$ cat config.mk
export PLATFORM = sky130hd
export DESIGN_NAME = apb_uart_fifo
export DESIGN_NICKNAME = d
export VERILOG_FILES = /design/src/rtl/uart_pkg.sv /design/src/rtl/uart_sync_fifo.sv /design/src/rtl/apb_uart_fifo.sv
export SDC_FILE = /design/constraint.sdc
export NUM_CORES = 1
export LEC_CHECK = 0
export ABC_AREA = 1
export CAP_MARGIN = 40
export CORE_MARGIN = 3
export CORE_UTILIZATION = 33
export CTS_BUF_LIST = sky130_fd_sc_hd__clkbuf_8
export DETAILED_ROUTE_END_ITERATION = 8
export DONT_BUFFER_PORTS = 1
export RECOVER_POWER = 25
export SYNTH_ARGS = -nofsm -noshare
export SYNTH_HDL_FRONTEND = slang
export SYNTH_SLANG_ARGS = --single-unit
$ cat constraint.sdc
create_clock -name PCLK -period 2.68 [get_ports PCLK]
set_input_delay 0.402 -clock PCLK [delete_from_list [all_inputs] [get_ports PCLK]]
set_output_delay 0.402 -clock PCLK [all_outputs]
set_load 0.03 [all_outputs]
$ cat src/rtl/uart_pkg.sv
// Shared definitions for apb_uart_fifo: register offsets (word index PADDR[4:2]),
// STATUS/CTRL bit positions and the TX/RX state encodings.
package uart_pkg;
  localparam logic [2:0] OFF_TXDATA = 3'd0;
  localparam logic [2:0] OFF_RXDATA = 3'd1;
  localparam logic [2:0] OFF_STATUS = 3'd2;
  localparam logic [2:0] OFF_DIV    = 3'd3;
  localparam logic [2:0] OFF_CTRL   = 3'd4;

  localparam int ST_TX_FULL  = 0;
  localparam int ST_TX_EMPTY = 1;
  localparam int ST_RX_FULL  = 2;
  localparam int ST_RX_EMPTY = 3;
  localparam int ST_FRM_ERR  = 4;
  localparam int ST_OVERRUN  = 5;
  localparam int ST_PAR_ERR  = 6;

  localparam int CT_TX_EN    = 0;
  localparam int CT_RX_EN    = 1;
  localparam int CT_IE_RXNE  = 2;
  localparam int CT_IE_TXE   = 3;
  localparam int CT_IE_ERR   = 4;
  localparam int CT_PAR_EN   = 5;
  localparam int CT_PAR_ODD  = 6;

  typedef enum logic [2:0] {TX_IDLE, TX_START, TX_DATA, TX_PARITY, TX_STOP} tx_state_e;
  typedef enum logic [2:0] {RX_IDLE, RX_START, RX_DATA, RX_PARITY, RX_STOP} rx_state_e;
endpackage

$ cat src/rtl/uart_sync_fifo.sv
// Synchronous FIFO with show-ahead output (dout is the head entry).
// Ports: gclk, grst_n (sync, active low), push/din, pop, dout, full, empty.
// A push while full is accepted only together with a pop; a pop while empty is ignored.
module uart_sync_fifo #(
  parameter int WIDTH = 8,
  parameter int DEPTH = 16
) (
  input  logic             gclk,
  input  logic             grst_n,
  input  logic             push,
  input  logic [WIDTH-1:0] din,
  input  logic             pop,
  output logic [WIDTH-1:0] dout,
  output logic             full,
  output logic             empty
);
  localparam int AW = $clog2(DEPTH);

  logic [WIDTH-1:0] mem [DEPTH];
  logic [AW-1:0]    wr_ptr, rd_ptr;
  logic [AW:0]      count;
  logic             do_push, do_pop;

  assign full    = (count == (AW+1)'(DEPTH));
  assign empty   = (count == '0);
  assign do_pop  = pop & ~empty;
  assign do_push = push & (~full | do_pop);
  assign dout    = mem[rd_ptr];

  always_ff @(posedge gclk)
    if (do_push) mem[wr_ptr] <= din;

  // pointers wrap naturally because DEPTH is a power of two
  always_ff @(posedge gclk) begin
    if (!grst_n) begin
      wr_ptr <= '0;
      rd_ptr <= '0;
      count  <= '0;
    end else begin
      if (do_push) wr_ptr <= wr_ptr + 1'b1;
      if (do_pop)  rd_ptr <= rd_ptr + 1'b1;
      case ({do_push, do_pop})
        2'b10:   count <= count + 1'b1;
        2'b01:   count <= count - 1'b1;
        default: count <= count;
      endcase
    end
  end
endmodule

$ cat src/rtl/apb_uart_fifo.sv
// APB3 UART with TX/RX FIFOs, programmable baud divisor and level interrupt.
// Ports: PCLK, PRESETn (sync, active low), APB slave (PSELx, PENABLE, PWRITE, PADDR,
// PWDATA, PRDATA, PREADY, PSLVERR), serial RX (async) / Tx (idle high), irq.
// Optional feature macro: UART_PARITY_EN adds a parity bit (CTRL[5]=enable, CTRL[6]=odd).
module apb_uart_fifo
  import uart_pkg::*;
#(
  parameter int          DATA_BITS  = 8,
  parameter int          FIFO_DEPTH = 16,
  parameter logic [15:0] DIV_RST    = 16'd26
) (
  input  logic        PCLK,
  input  logic        PRESETn,
  input  logic        PSELx,
  input  logic        PENABLE,
  input  logic        PWRITE,
  input  logic [31:0] PADDR,
  input  logic [31:0] PWDATA,
  output logic [31:0] PRDATA,
  output logic        PREADY,
  output logic        PSLVERR,
  input  logic        RX,
  output logic        Tx,
  output logic        irq
);
`ifdef UART_PARITY_EN
  localparam logic [6:0] CTRL_MASK = 7'h7F;
`else
  localparam logic [6:0] CTRL_MASK = 7'h1F;
`endif

  logic [15:0] div_q, baud_cnt;
  logic [6:0]  ctrl, status;
  logic        tick, frame_err, overrun, parity_err;
  logic [2:0]  addr;
  logic        setup, access, wr_acc, rd_acc;
  logic [31:0] rd_data;
  logic        rd_err;
  logic        tx_push, tx_pop, tx_full, tx_empty;
  logic        rx_push, rx_pop, rx_full, rx_empty;
  logic [DATA_BITS-1:0] tx_dout, rx_dout;
  logic        unused_bits;

  assign unused_bits = ^{PADDR[31:5], PADDR[1:0], PWDATA[31:16]};

  assign addr   = PADDR[4:2];
  assign setup  = PSELx & ~PENABLE;
  assign access = PSELx & PENABLE & ~PSLVERR;  // errored transfers change nothing
  assign wr_acc = access & PWRITE;
  assign rd_acc = access & ~PWRITE;
  assign PREADY = PSELx & PENABLE;
  assign status = {parity_err, overrun, frame_err, rx_empty, rx_full, tx_empty, tx_full};
  assign irq    = (ctrl[CT_IE_RXNE] & ~rx_empty) | (ctrl[CT_IE_TXE] & tx_empty) |
                  (ctrl[CT_IE_ERR] & (frame_err | overrun | parity_err));

  // Response is decided in the setup phase so it is registered and stable by the
  // access phase; the side effect (push/pop/write) happens on the access edge.
  always_comb begin
    rd_data = '0;
    rd_err  = 1'b0;
    case (addr)
      OFF_TXDATA: rd_err = PWRITE & tx_full;
      OFF_RXDATA: begin
        rd_err = PWRITE | rx_empty;
        if (!rd_err) rd_data = 32'(rx_dout);
      end
      OFF_STATUS: rd_data = 32'(status);
      OFF_DIV:    rd_data = 32'(div_q);
      OFF_CTRL:   rd_data = 32'(ctrl);
      default:    rd_err  = 1'b1;
    endcase
    if (PWRITE) rd_data = '0;
  end

  always_ff @(posedge PCLK) begin
    if (!PRESETn) begin
      PRDATA  <= '0;
      PSLVERR <= 1'b0;
    end else if (setup) begin
      PRDATA  <= rd_data;
      PSLVERR <= rd_err;
    end
  end

  always_ff @(posedge PCLK) begin
    if (!PRESETn) begin
      div_q <= DIV_RST;
      ctrl  <= '0;
    end else if (wr_acc) begin
      if (addr == OFF_DIV)  div_q <= PWDATA[15:0];
      if (addr == OFF_CTRL) ctrl  <= PWDATA[6:0] & CTRL_MASK;
    end
  end

  // Oversample tick: one pulse every div_q+1 cycles; a DIV write restarts the count.
  assign tick = (baud_cnt == '0);
  always_ff @(posedge PCLK) begin
    if (!PRESETn)                        baud_cnt <= DIV_RST;
    else if (wr_acc && addr == OFF_DIV)  baud_cnt <= PWDATA[15:0];
    else if (tick)                       baud_cnt <= div_q;
    else                                 baud_cnt <= baud_cnt - 1'b1;
  end

  assign tx_push = wr_acc & (addr == OFF_TXDATA);
  assign rx_pop  = rd_acc & (addr == OFF_RXDATA);

  uart_sync_fifo #(.WIDTH(DATA_BITS), .DEPTH(FIFO_DEPTH)) u_tx_fifo (
    .gclk(PCLK), .grst_n(PRESETn), .push(tx_push), .din(PWDATA[DATA_BITS-1:0]),
    .pop(tx_pop), .dout(tx_dout), .full(tx_full), .empty(tx_empty));

  // ---------------- transmitter ----------------
  tx_state_e            tx_st;
  logic [3:0]           tx_tk;
  logic [2:0]           tx_bit;
  logic [DATA_BITS-1:0] tx_sh;
  logic                 tx_go, tx_last_tk;
`ifdef UART_PARITY_EN
  logic                 tx_par;
`endif

  assign tx_go      = ctrl[CT_TX_EN] & ~tx_empty;
  assign tx_last_tk = tick & (tx_tk == 4'd15);
  // frames chain straight from STOP into the next START when data is waiting
  assign tx_pop     = tx_go & ((tx_st == TX_IDLE) | ((tx_st == TX_STOP) & tx_last_tk));

  always_ff @(posedge PCLK) begin
    if (!PRESETn) begin
      tx_st  <= TX_IDLE;
      tx_tk  <= '0;
      tx_bit <= '0;
      tx_sh  <= '0;
`ifdef UART_PARITY_EN
      tx_par <= 1'b0;
`endif
    end else if (tx_pop) begin
      tx_st  <= TX_START;
      tx_tk  <= '0;
      tx_sh  <= tx_dout;
`ifdef UART_PARITY_EN
      tx_par <= ^tx_dout ^ ctrl[CT_PAR_ODD];
`endif
    end else if (tx_st != TX_IDLE && tick) begin
      tx_tk <= tx_tk + 1'b1;
      if (tx_tk == 4'd15) begin
        case (tx_st)
          TX_START: begin
            tx_st  <= TX_DATA;
            tx_bit <= '0;
          end
          TX_DATA: begin
            tx_sh  <= tx_sh >> 1;
            tx_bit <= tx_bit + 1'b1;
`ifdef UART_PARITY_EN
            if (tx_bit == 3'(DATA_BITS-1)) tx_st <= ctrl[CT_PAR_EN] ? TX_PARITY : TX_STOP;
`else
            if (tx_bit == 3'(DATA_BITS-1)) tx_st <= TX_STOP;
`endif
          end
          TX_PARITY: tx_st <= TX_STOP;
          default:   tx_st <= TX_IDLE;
        endcase
      end
    end
  end

  always_comb begin
    case (tx_st)
      TX_START:  Tx = 1'b0;
      TX_DATA:   Tx = tx_sh[0];
`ifdef UART_PARITY_EN
      TX_PARITY: Tx = tx_par;
`endif
      default:   Tx = 1'b1;
    endcase
  end

  // ---------------- receiver ----------------
  rx_state_e            rx_st;
  logic                 rx_m, rx_s, rx_d;
  logic [3:0]           rx_tk;
  logic [2:0]           rx_bit;
  logic [DATA_BITS-1:0] rx_sh;
  logic                 rx_mid, rx_stop_mid, ferr_set, ovr_set, perr_set;

  assign rx_mid      = tick & (rx_tk == 4'd15);
  assign rx_stop_mid = (rx_st == RX_STOP) & rx_mid;
  assign ferr_set    = rx_stop_mid & ~rx_s;
  assign rx_push     = rx_stop_mid & rx_s & (~rx_full | rx_pop);
  assign ovr_set     = rx_stop_mid & rx_s & rx_full & ~rx_pop;
`ifdef UART_PARITY_EN
  assign perr_set    = (rx_st == RX_PARITY) & rx_mid & (rx_s != (^rx_sh ^ ctrl[CT_PAR_ODD]));
`else
  assign perr_set    = 1'b0;
`endif

  uart_sync_fifo #(.WIDTH(DATA_BITS), .DEPTH(FIFO_DEPTH)) u_rx_fifo (
    .gclk(PCLK), .grst_n(PRESETn), .push(rx_push), .din(rx_sh),
    .pop(rx_pop), .dout(rx_dout), .full(rx_full), .empty(rx_empty));

  always_ff @(posedge PCLK) begin
    if (!PRESETn) begin
      rx_m <= 1'b1;
      rx_s <= 1'b1;
      rx_d <= 1'b1;
    end else begin
      rx_m <= RX;
      rx_s <= rx_m;
      rx_d <= rx_s;
    end
  end

  // START counts 8 ticks to mid start bit; afterwards every 16th tick is mid-bit.
  always_ff @(posedge PCLK) begin
    if (!PRESETn) begin
      rx_st  <= RX_IDLE;
      rx_tk  <= '0;
      rx_bit <= '0;
      rx_sh  <= '0;
    end else begin
      case (rx_st)
        RX_IDLE: if (ctrl[CT_RX_EN] && rx_d && !rx_s) begin
          rx_st <= RX_START;
          rx_tk <= '0;
        end
        RX_START: if (tick) begin
          rx_tk <= rx_tk + 1'b1;
          if (rx_tk == 4'd7) begin
            rx_st  <= rx_s ? RX_IDLE : RX_DATA;
            rx_tk  <= '0;
            rx_bit <= '0;
          end
        end
        RX_DATA: if (tick) begin
          rx_tk <= rx_tk + 1'b1;
          if (rx_tk == 4'd15) begin
            rx_sh  <= {rx_s, rx_sh[DATA_BITS-1:1]};
            rx_bit <= rx_bit + 1'b1;
`ifdef UART_PARITY_EN
            if (rx_bit == 3'(DATA_BITS-1)) rx_st <= ctrl[CT_PAR_EN] ? RX_PARITY : RX_STOP;
`else
            if (rx_bit == 3'(DATA_BITS-1)) rx_st <= RX_STOP;
`endif
          end
        end
        RX_PARITY: if (tick) begin
          rx_tk <= rx_tk + 1'b1;
          if (rx_tk == 4'd15) rx_st <= RX_STOP;
        end
        default: if (tick) begin
          rx_tk <= rx_tk + 1'b1;
          if (rx_tk == 4'd15) rx_st <= RX_IDLE;
        end
      endcase
    end
  end

  // sticky errors: W1C clear, a same-cycle set wins
  always_ff @(posedge PCLK) begin
    if (!PRESETn) begin
      frame_err  <= 1'b0;
      overrun    <= 1'b0;
      parity_err <= 1'b0;
    end else begin
      if (wr_acc && addr == OFF_STATUS) begin
        if (PWDATA[ST_FRM_ERR]) frame_err  <= 1'b0;
        if (PWDATA[ST_OVERRUN]) overrun    <= 1'b0;
        if (PWDATA[ST_PAR_ERR]) parity_err <= 1'b0;
      end
      if (ferr_set) frame_err  <= 1'b1;
      if (ovr_set)  overrun    <= 1'b1;
      if (perr_set) parity_err <= 1'b1;
    end
  end
endmodule

# Yosys cells after proc, flatten, opt, wreduce, memory -nomap -nowiden

Memories as Yosys holds them, arrays and structs flattened. A register that Yosys moved wholly into a read port is not among the register bits.
Index checks and enable logic that the tools add are counted.

Bits in read-only memories: 0
Logic and storage cells: 213
Output and inout bits: 36
Input port bits: 70
Memories: 2
Flip-flop bits (word level): 137
Memory bits (writable): 256
Latch bits: 0

Memory list:

| name          | depth | bits a word | read ports | clocked after Yosys merged registers in | write ports | RTL line             | text |
|---|---|---|---|---|---|---|---|
| u_rx_fifo.mem | 16    | 8           | 1          | 1                                       | 1           | uart_sync_fifo.sv:19 | `logic [WIDTH-1:0] mem [DEPTH];` |
| u_tx_fifo.mem | 16    | 8           | 1          | 1                                       | 1           | uart_sync_fifo.sv:19 |  |

Add/sub/neg operators: 13
Order comparisons: 0
Div/mod/pow operators: 0
Equality and inequality tests: 33
$mul: 0
Shift-type cells: 0
Bitwise gates (word level): 45
Multiplexer cells: 55
Reduce and logical (&&, ||, !) cells: 40

Operator list:

| cell                                                                  | count |
|---|---|
| 16-bit one-hot mux with 4 select lines                                | 1 |
| 3-bit 2-to-1 mux                                                      | 15 |
| 8-bit 2-to-1 mux                                                      | 5 |
| 16-bit 2-to-1 mux                                                     | 2 |
| 32-bit 2-to-1 mux                                                     | 1 |
| 4-bit 2-to-1 mux                                                      | 8 |
| 1-bit bitwise AND                                                     | 26 |
| 4-bit by 1-bit adder with 4-bit output, second input constant         | 6 |
| 2-bit nonzero test                                                    | 12 |
| 5-bit one-hot mux with 2 select lines                                 | 2 |
| 3-bit by 2-bit equality test with 1-bit output, second input constant | 6 |
| 2-bit != test, second input constant                                  | 9 |
| 16-bit logical NOT                                                    | 1 |
| 16-bit by 1-bit subtractor with 16-bit output, second input constant  | 1 |
| 3-bit equality test, second input constant                            | 5 |
| 3-bit AND reduction                                                   | 5 |
| 1-bit 2-to-1 mux                                                      | 13 |
| 3-bit one-hot mux with 2 select lines                                 | 2 |
| 3-bit one-hot mux with 4 select lines                                 | 1 |
| 1-bit inverter                                                        | 11 |
| 5-bit by 1-bit adder with 5-bit output, second input constant         | 2 |
| 5-bit equality test, second input constant                            | 2 |
| 5-bit logical NOT                                                     | 2 |
| 10-bit AND reduction                                                  | 1 |
| 23 further kinds                                                      | 47 |

# Logic depth before layout (Yosys ltp)

Depth after elaboration: 10
Depth in mapped cells: 17
Gate-level depth less buffers: 17

# Modules after synthesis

A second synthesis with hierarchy kept.

Cells, all modules: 1767
Area total of the unflattened synthesis: 17242.8 µm²

By module, submodules not included:

| module         | instances | area each (µm²) | cells each | seq. area each (µm²) |
|---|---|---|---|---|
| uart_sync_fifo | 2         | 6152.2          | 538        | 4184.0 |
| apb_uart_fifo  | 1         | 4938.5          | 691        | 1901.8 |

# Worst setup path after synthesis

Ideal clock, no wire load.

Path kind: reg2reg
From: reg baud_cnt[0]
To: reg u_rx_fifo.count[4]
Data arrival time: 2631 ps
Path buffers: 0
Stages on the path, launching flop included: 18
Slack: -21 ps
Period minus slack after synthesis: 2701 ps
Cell sequence: dfxtp_1 inv_1 ha_1 nand3_2 nor2_4 nand2_2 nor2_2 nand2_2 nor3_4 inv_1 ha_1 ha_1 nand2_1 nor2_1 a211oi_1 xor2_1 nand2_1 a21oi_1

Cells in the longest elaborated chain, start to end: 8

Ends and longest elaborated chain:

| item                                                                                         | RTL line             | text |
|---|---|---|
| start, declared                                                                              | apb_uart_fifo.sv:32  | `logic [15:0] div_q, baud_cnt;` |
| start signal, assigned                                                                       | apb_uart_fifo.sv:99  | `else if (wr_acc && addr == OFF_DIV) baud_cnt <= PWDATA[15:0];` |
| start signal, assigned                                                                       | apb_uart_fifo.sv:100 | `else if (tick) baud_cnt <= div_q;` |
| start signal, assigned                                                                       | apb_uart_fifo.sv:101 | `else baud_cnt <= baud_cnt - 1'b1;` |
| 16-bit logical NOT (*)                                                                       | apb_uart_fifo.sv:96  | `assign tick = (baud_cnt == '0);` |
| 1-bit bitwise AND (*)                                                                        | apb_uart_fifo.sv:185 | `assign rx_mid = tick & (rx_tk == 4'd15);` |
| 1-bit bitwise AND (*)                                                                        | apb_uart_fifo.sv:186 | `assign rx_stop_mid = (rx_st == RX_STOP) & rx_mid;` |
| 1-bit bitwise AND (*) (2 in a row)                                                           | apb_uart_fifo.sv:188 | `assign rx_push = rx_stop_mid & rx_s & (~rx_full \| rx_pop);` |
| 1-bit bitwise AND (*)                                                                        | uart_sync_fifo.sv:27 | `assign do_push = push & (~full \| do_pop);` |
| 2-bit by 1-bit equality test with 1-bit output / 2-bit equality test (equally long branches) | uart_sync_fifo.sv:42 | `case ({do_push, do_pop})` |
| 5-bit one-hot mux with 2 select lines / 2-bit nonzero test (equally long branches)           | --                   |  |
| end signal, assigned                                                                         | uart_sync_fifo.sv:43 | `2'b10: count <= count + 1'b1;` |
| end signal, assigned                                                                         | uart_sync_fifo.sv:44 | `2'b01: count <= count - 1'b1;` |
| end signal, assigned                                                                         | uart_sync_fifo.sv:45 | `default: count <= count;` |
| end, declared                                                                                | uart_sync_fifo.sv:21 | `logic [AW:0] count;` |

Every way passes the cells marked *; elsewhere a longest branch is shown, timed or not.
A chain may end at the register's enable or synchronous reset.

# Final worst setup path

From: reg baud_cnt[4]
To: reg u_tx_fifo.count[4]

Cells in the longest elaborated chain, start to end: 10

Ends and longest elaborated chain:

| item                                                                                         | RTL line             | text |
|---|---|---|
| 16-bit logical NOT (*)                                                                       | apb_uart_fifo.sv:96  |  |
| 1-bit bitwise AND (*)                                                                        | apb_uart_fifo.sv:122 | `assign tx_last_tk = tick & (tx_tk == 4'd15);` |
| 1-bit bitwise AND (*)                                                                        | apb_uart_fifo.sv:124 | `assign tx_pop = tx_go & ((tx_st == TX_IDLE) \| ((tx_st == TX_STOP) & tx_last_tk));` |
| 1-bit bitwise OR (*)                                                                         | apb_uart_fifo.sv:124 |  |
| 1-bit bitwise AND (*)                                                                        | apb_uart_fifo.sv:124 |  |
| 1-bit bitwise AND (*)                                                                        | uart_sync_fifo.sv:26 | `assign do_pop = pop & ~empty;` |
| 1-bit bitwise OR                                                                             | uart_sync_fifo.sv:27 |  |
| 1-bit bitwise AND                                                                            | uart_sync_fifo.sv:27 |  |
| 2-bit by 1-bit equality test with 1-bit output / 2-bit equality test (equally long branches) | uart_sync_fifo.sv:42 |  |
| 5-bit one-hot mux with 2 select lines / 2-bit nonzero test (equally long branches)           | --                   |  |
| end signal, assigned                                                                         | uart_sync_fifo.sv:43 |  |
| end signal, assigned                                                                         | uart_sync_fifo.sv:44 |  |
| end signal, assigned                                                                         | uart_sync_fifo.sv:45 |  |
| end, declared                                                                                | uart_sync_fifo.sv:21 |  |

Marks and branches as above.

==> flow_summary.json <==
{
  "power.net_switching_mw": 2.495,
  "final-seq-area_um2": 10280,
  "setup.worst_path.class": "flip-flop to flip-flop",
  "nets": 1988,
  "worstSetupStartpoint": "baud_cnt[4]",
  "finalMaxSlewViolations": 0,
  "floorplan.initialDensity": 0.3357,
  "crit_path_max_fanout": 4,
  "power.share.clock": 0.425,
  "clk_path_buf_depth": 3,
  "routed_wl_mm": 39.68,
  "wire_per_inst_um": 15.16,
  "worst_setup_path_start_kind": "flip-flop",
  "combPwrFrac": 0.024,
  "irDropWorstVdd_v": 0.0003838,
  "worstHoldStart": "PRESETn",
  "internal_power_mw": 8.986,
  "setup_viol": 0,
  "power_frac_seq": 0.551,
  "grt_use_total": 0.1453,
  "die_area_um2": 54000,
  "detailedRoute.firstPassIterationCount": 5,
  "cts_buffers": 60,
  "areaGrowthSynthToFinish_pct": 15.95,
  "crit_path_end_kind": "flip-flop",
  "max_freq_mhz": 390.1,
  "final_ws_setup_ps": 116.3,
  "critPathRequiredTime_ps": 3220,
  "drtAntennaViolNets": 0,
  "multi_input_area_um2": 5522,
  "first_pass_grt_wire_length_mm": 62.77,
  "grt_max_degree": 65,
  "path_category_of_the_worst_min_delay_check": "primary input to flip-flop",
  "antenna_found_initial": 1,
  "drv.max_cap_violation_count": 0,
  "hold_viol_final": 0,
  "finalWeightedCongestion": 0.8722,
  "h-tree-depth": 2,
  "setup_repair_after_global_routing_missed_its_margin": "yes",
  "detailedPlacementHpwl_mm": 25.95,
  "netlist_top_cells_area": "sky130_fd_sc_hd__edfxtp_1 (45%), sky130_fd_sc_hd__dfxtp_1 (15%), sky130_fd_sc_hd__nand2_1 (9.3%), sky130_fd_sc_hd__nand3_1 (5.3%), sky130_fd_sc_hd__inv_1 (5.2%)",
  "worst_clk_skew_ps": 53.18,
  "synth_cell_type_count": 47,
  "regToRegStartpoint": "baud_cnt[4]",
  "routed_via_density": 4.694,
  "pre_cts_slack_ps": -15.29,
  "final.period_utilization": 0.9566,
  "core_area_um2": 50380,
  "fin_util": 0.3893,
  "clk_transition_reported_paths_ps": 60,
  "grt-ovfl-total": 0,
  "avgSynthCellArea_um2": 9.380,
  "gate_count_of_the_mapped_netlist": 1803,
  "netlist_top_cells_count": "sky130_fd_sc_hd__nand2_1 (417), sky130_fd_sc_hd__edfxtp_1 (256), sky130_fd_sc_hd__inv_1 (234)",
  "power.leakage_nw": 7.761,
  "postSynth.topFlopCell": "sky130_fd_sc_hd__edfxtp_1",
  "vias_in_the_first_global_route": 11970,
  "arrival_ps": 3110,
  "synth_seq_cells": 385,
  "die-height_um": 232.4,
  "dr_total_vias": 12280,
  "post_synth_instance_area_um2": 16910,
  "die_x_um": 232.4,
  "placement.io_buffers": 0,
  "synth_enable_flop_cells": 256,
  "netSwitchingFraction": 0.2173,
  "power_density_nw_per_um2": 585.5,
  "post-route-min-period_ps": 2564,
  "slew_at_the_pin_closest_to_its_max_slew_limit_ps": 878.8,
  "cts.sinks": 385,
  "initialDrtViolationCount": 741,
  "slew_headroom": 0.4122,
  "drc_errors": 0,
  "layout-drive-gt1-share": 0.1168,
  "yosysMostFrequentCell": "sky130_fd_sc_hd__nand2_1",
  "synthesis.yosys.warnings": 0,
  "clock_tree.root_cell": "sky130_fd_sc_hd__clkbuf_8",
  "cts_tree": "built",
  "r2r_slack_ps": 120,
  "synth_largest_type_area_fraction": 0.4545,
  "layout.filler_cells": 4974,
  "outcome": "completed",
  "seq_area_frac_synth": 0.6072,
  "io_pins": 106,
  "clk-insertion-delay-late_ps": 630,
  "rows": 82,
  "post-synth-top-area-cell": "sky130_fd_sc_hd__edfxtp_1",
  "postSynth.asyncResetShare": 0
}
==> final cells by class <==
| class | instances | area share |
|---|---|---|
| Antenna cell | 1 | 0.0001276 |
| Clock buffer | 74 | 0.05194 |
| Clock inverter | 40 | 0.01046 |
| Inverter | 239 | 0.04581 |
| Multi-Input combinational cell | 1107 | 0.2816 |
| Sequential cell | 385 | 0.5243 |
| Tap cell | 672 | 0.04288 |
| Timing Repair Buffer | 99 | 0.04294 |
==> worst paths after layout <==
kind	to	depth (start not counted)
setup / recovery	u_tx_fifo.count[4]	16
setup reg to reg	u_tx_fifo.count[4]	16
hold / removal	tx_tk[1]	2
hold reg to reg	rx_s	1
==> repair_timing <==
item / 4_1_cts / 5_1_grt
resized for setup: 2 / 29
hold buffers: 20 / 0
setup buffers: 0 / 4
pin swaps: 1 / 12
endpoints found under the setup margin: 2 / 5
endpoints found under the hold margin: 208 / 0
==> routing by layer <==
metal / track usage / routed length (um) / up-vias
li1: - / - / 6144
met5: 0 / 0 / -
met1: 0.1835 / 17220 / 5754
met2: 0.2386 / 18780 / 299
met4: 0.06390 / 1370 / 0
met3: 0.03293 / 2312 / 87
==> through the flow <==
| step | TNS (ps) | area [um^2] | hold WS (ps) | instances | power [mW] |
|---|---|---|---|---|---|
| floorplan | 0 | 16980 | 392.5 | 1818 | 6.612 |
| global placement | 0 | 18000 | 401.8 | 2475 | 6.632 |
| detailed placement | -15.29 | 18000 | 401.9 | 2475 | 6.635 |
| CTS | 0 | 19460 | 6.353 | 2609 | 11.60 |
| global route | -63.14 | 19610 | 32.41 | 2617 | 11.89 |
| finish | 0 | 19610 | 38.18 | 2617 | 11.48 |
==> registers in the layout, summed over array words and instances (netlist names), 5 cells and up, named ones only <==
register and count:
u_rx_fifo.mem 128, u_tx_fifo.mem 128, PRDATA 16, baud_cnt 16, div_q 16, rx_sh 8
tx_sh 8, ctrl 5, u_rx_fifo.count 5, u_tx_fifo.count 5
==> power groups by stage <==
stage	registers (mW)	logic (mW)	clock network [mW]
2_1_floorplan	6.45	0.163	0
4_1_cts	6.32	0.267	5.02
5_1_grt	6.32	0.303	5.26
6_report	6.32	0.274	4.88
3_5_place_dp	6.45	0.186	0
3_3_place_gp	6.45	0.184	0
==> cell families (layout without fill, tap and decap cells) <==
kind of cell               after synthesis  count (layout)  synth area share
AOI/OAI and AO/OA                      257             257           0.08412
other                                    1              17         0.0002217
buffers and inverters                  326             452           0.07805
muxes                                    2               2          0.001184
adders and majority gates               26              26           0.01968
xor gates and xnor gates                23              23           0.01191
and+or+nand+nor                        783             783            0.1976
DFF                                    385             385            0.6072
==> cell usage in the layout, fill, tap and decap left out, drive strengths merged, types with 3 or more instances in the layout <==
cell type / n
xnor2: 7
inv: 262
dfxtp: 129
dlygate4sd3: 19
buf: 77
o21ai: 78
nand2: 430
conb: 16
or2: 10
o211ai: 38
nand4: 9
nor3: 11
a31oi: 4
clkinv: 15
ha: 25
xor2: 16
a21oi: 124
nor2: 135
nand3b: 3
nand3: 183
clkbuf: 77
edfxtp: 256
o31ai: 3
==> worst max-delay path, cell delays in order (launching register included) <==
cell                      delay [ps]
sky130_fd_sc_hd__dfxtp_1         340
sky130_fd_sc_hd__nor2_2          180
sky130_fd_sc_hd__nand3_4         100
sky130_fd_sc_hd__nor2_4          170
sky130_fd_sc_hd__nand3_2          80
sky130_fd_sc_hd__nand2_2         100
sky130_fd_sc_hd__nand2_4          70
sky130_fd_sc_hd__nand2_2          80
sky130_fd_sc_hd__nand2_2          70
sky130_fd_sc_hd__ha_4            180
sky130_fd_sc_hd__xor2_1          160
sky130_fd_sc_hd__ha_2            180
sky130_fd_sc_hd__a21o_1          170
sky130_fd_sc_hd__a31oi_2         210
sky130_fd_sc_hd__xor2_1          170
sky130_fd_sc_hd__nand2_1          90
sky130_fd_sc_hd__a21oi_2         120
(Power assumes the default switching activity.)
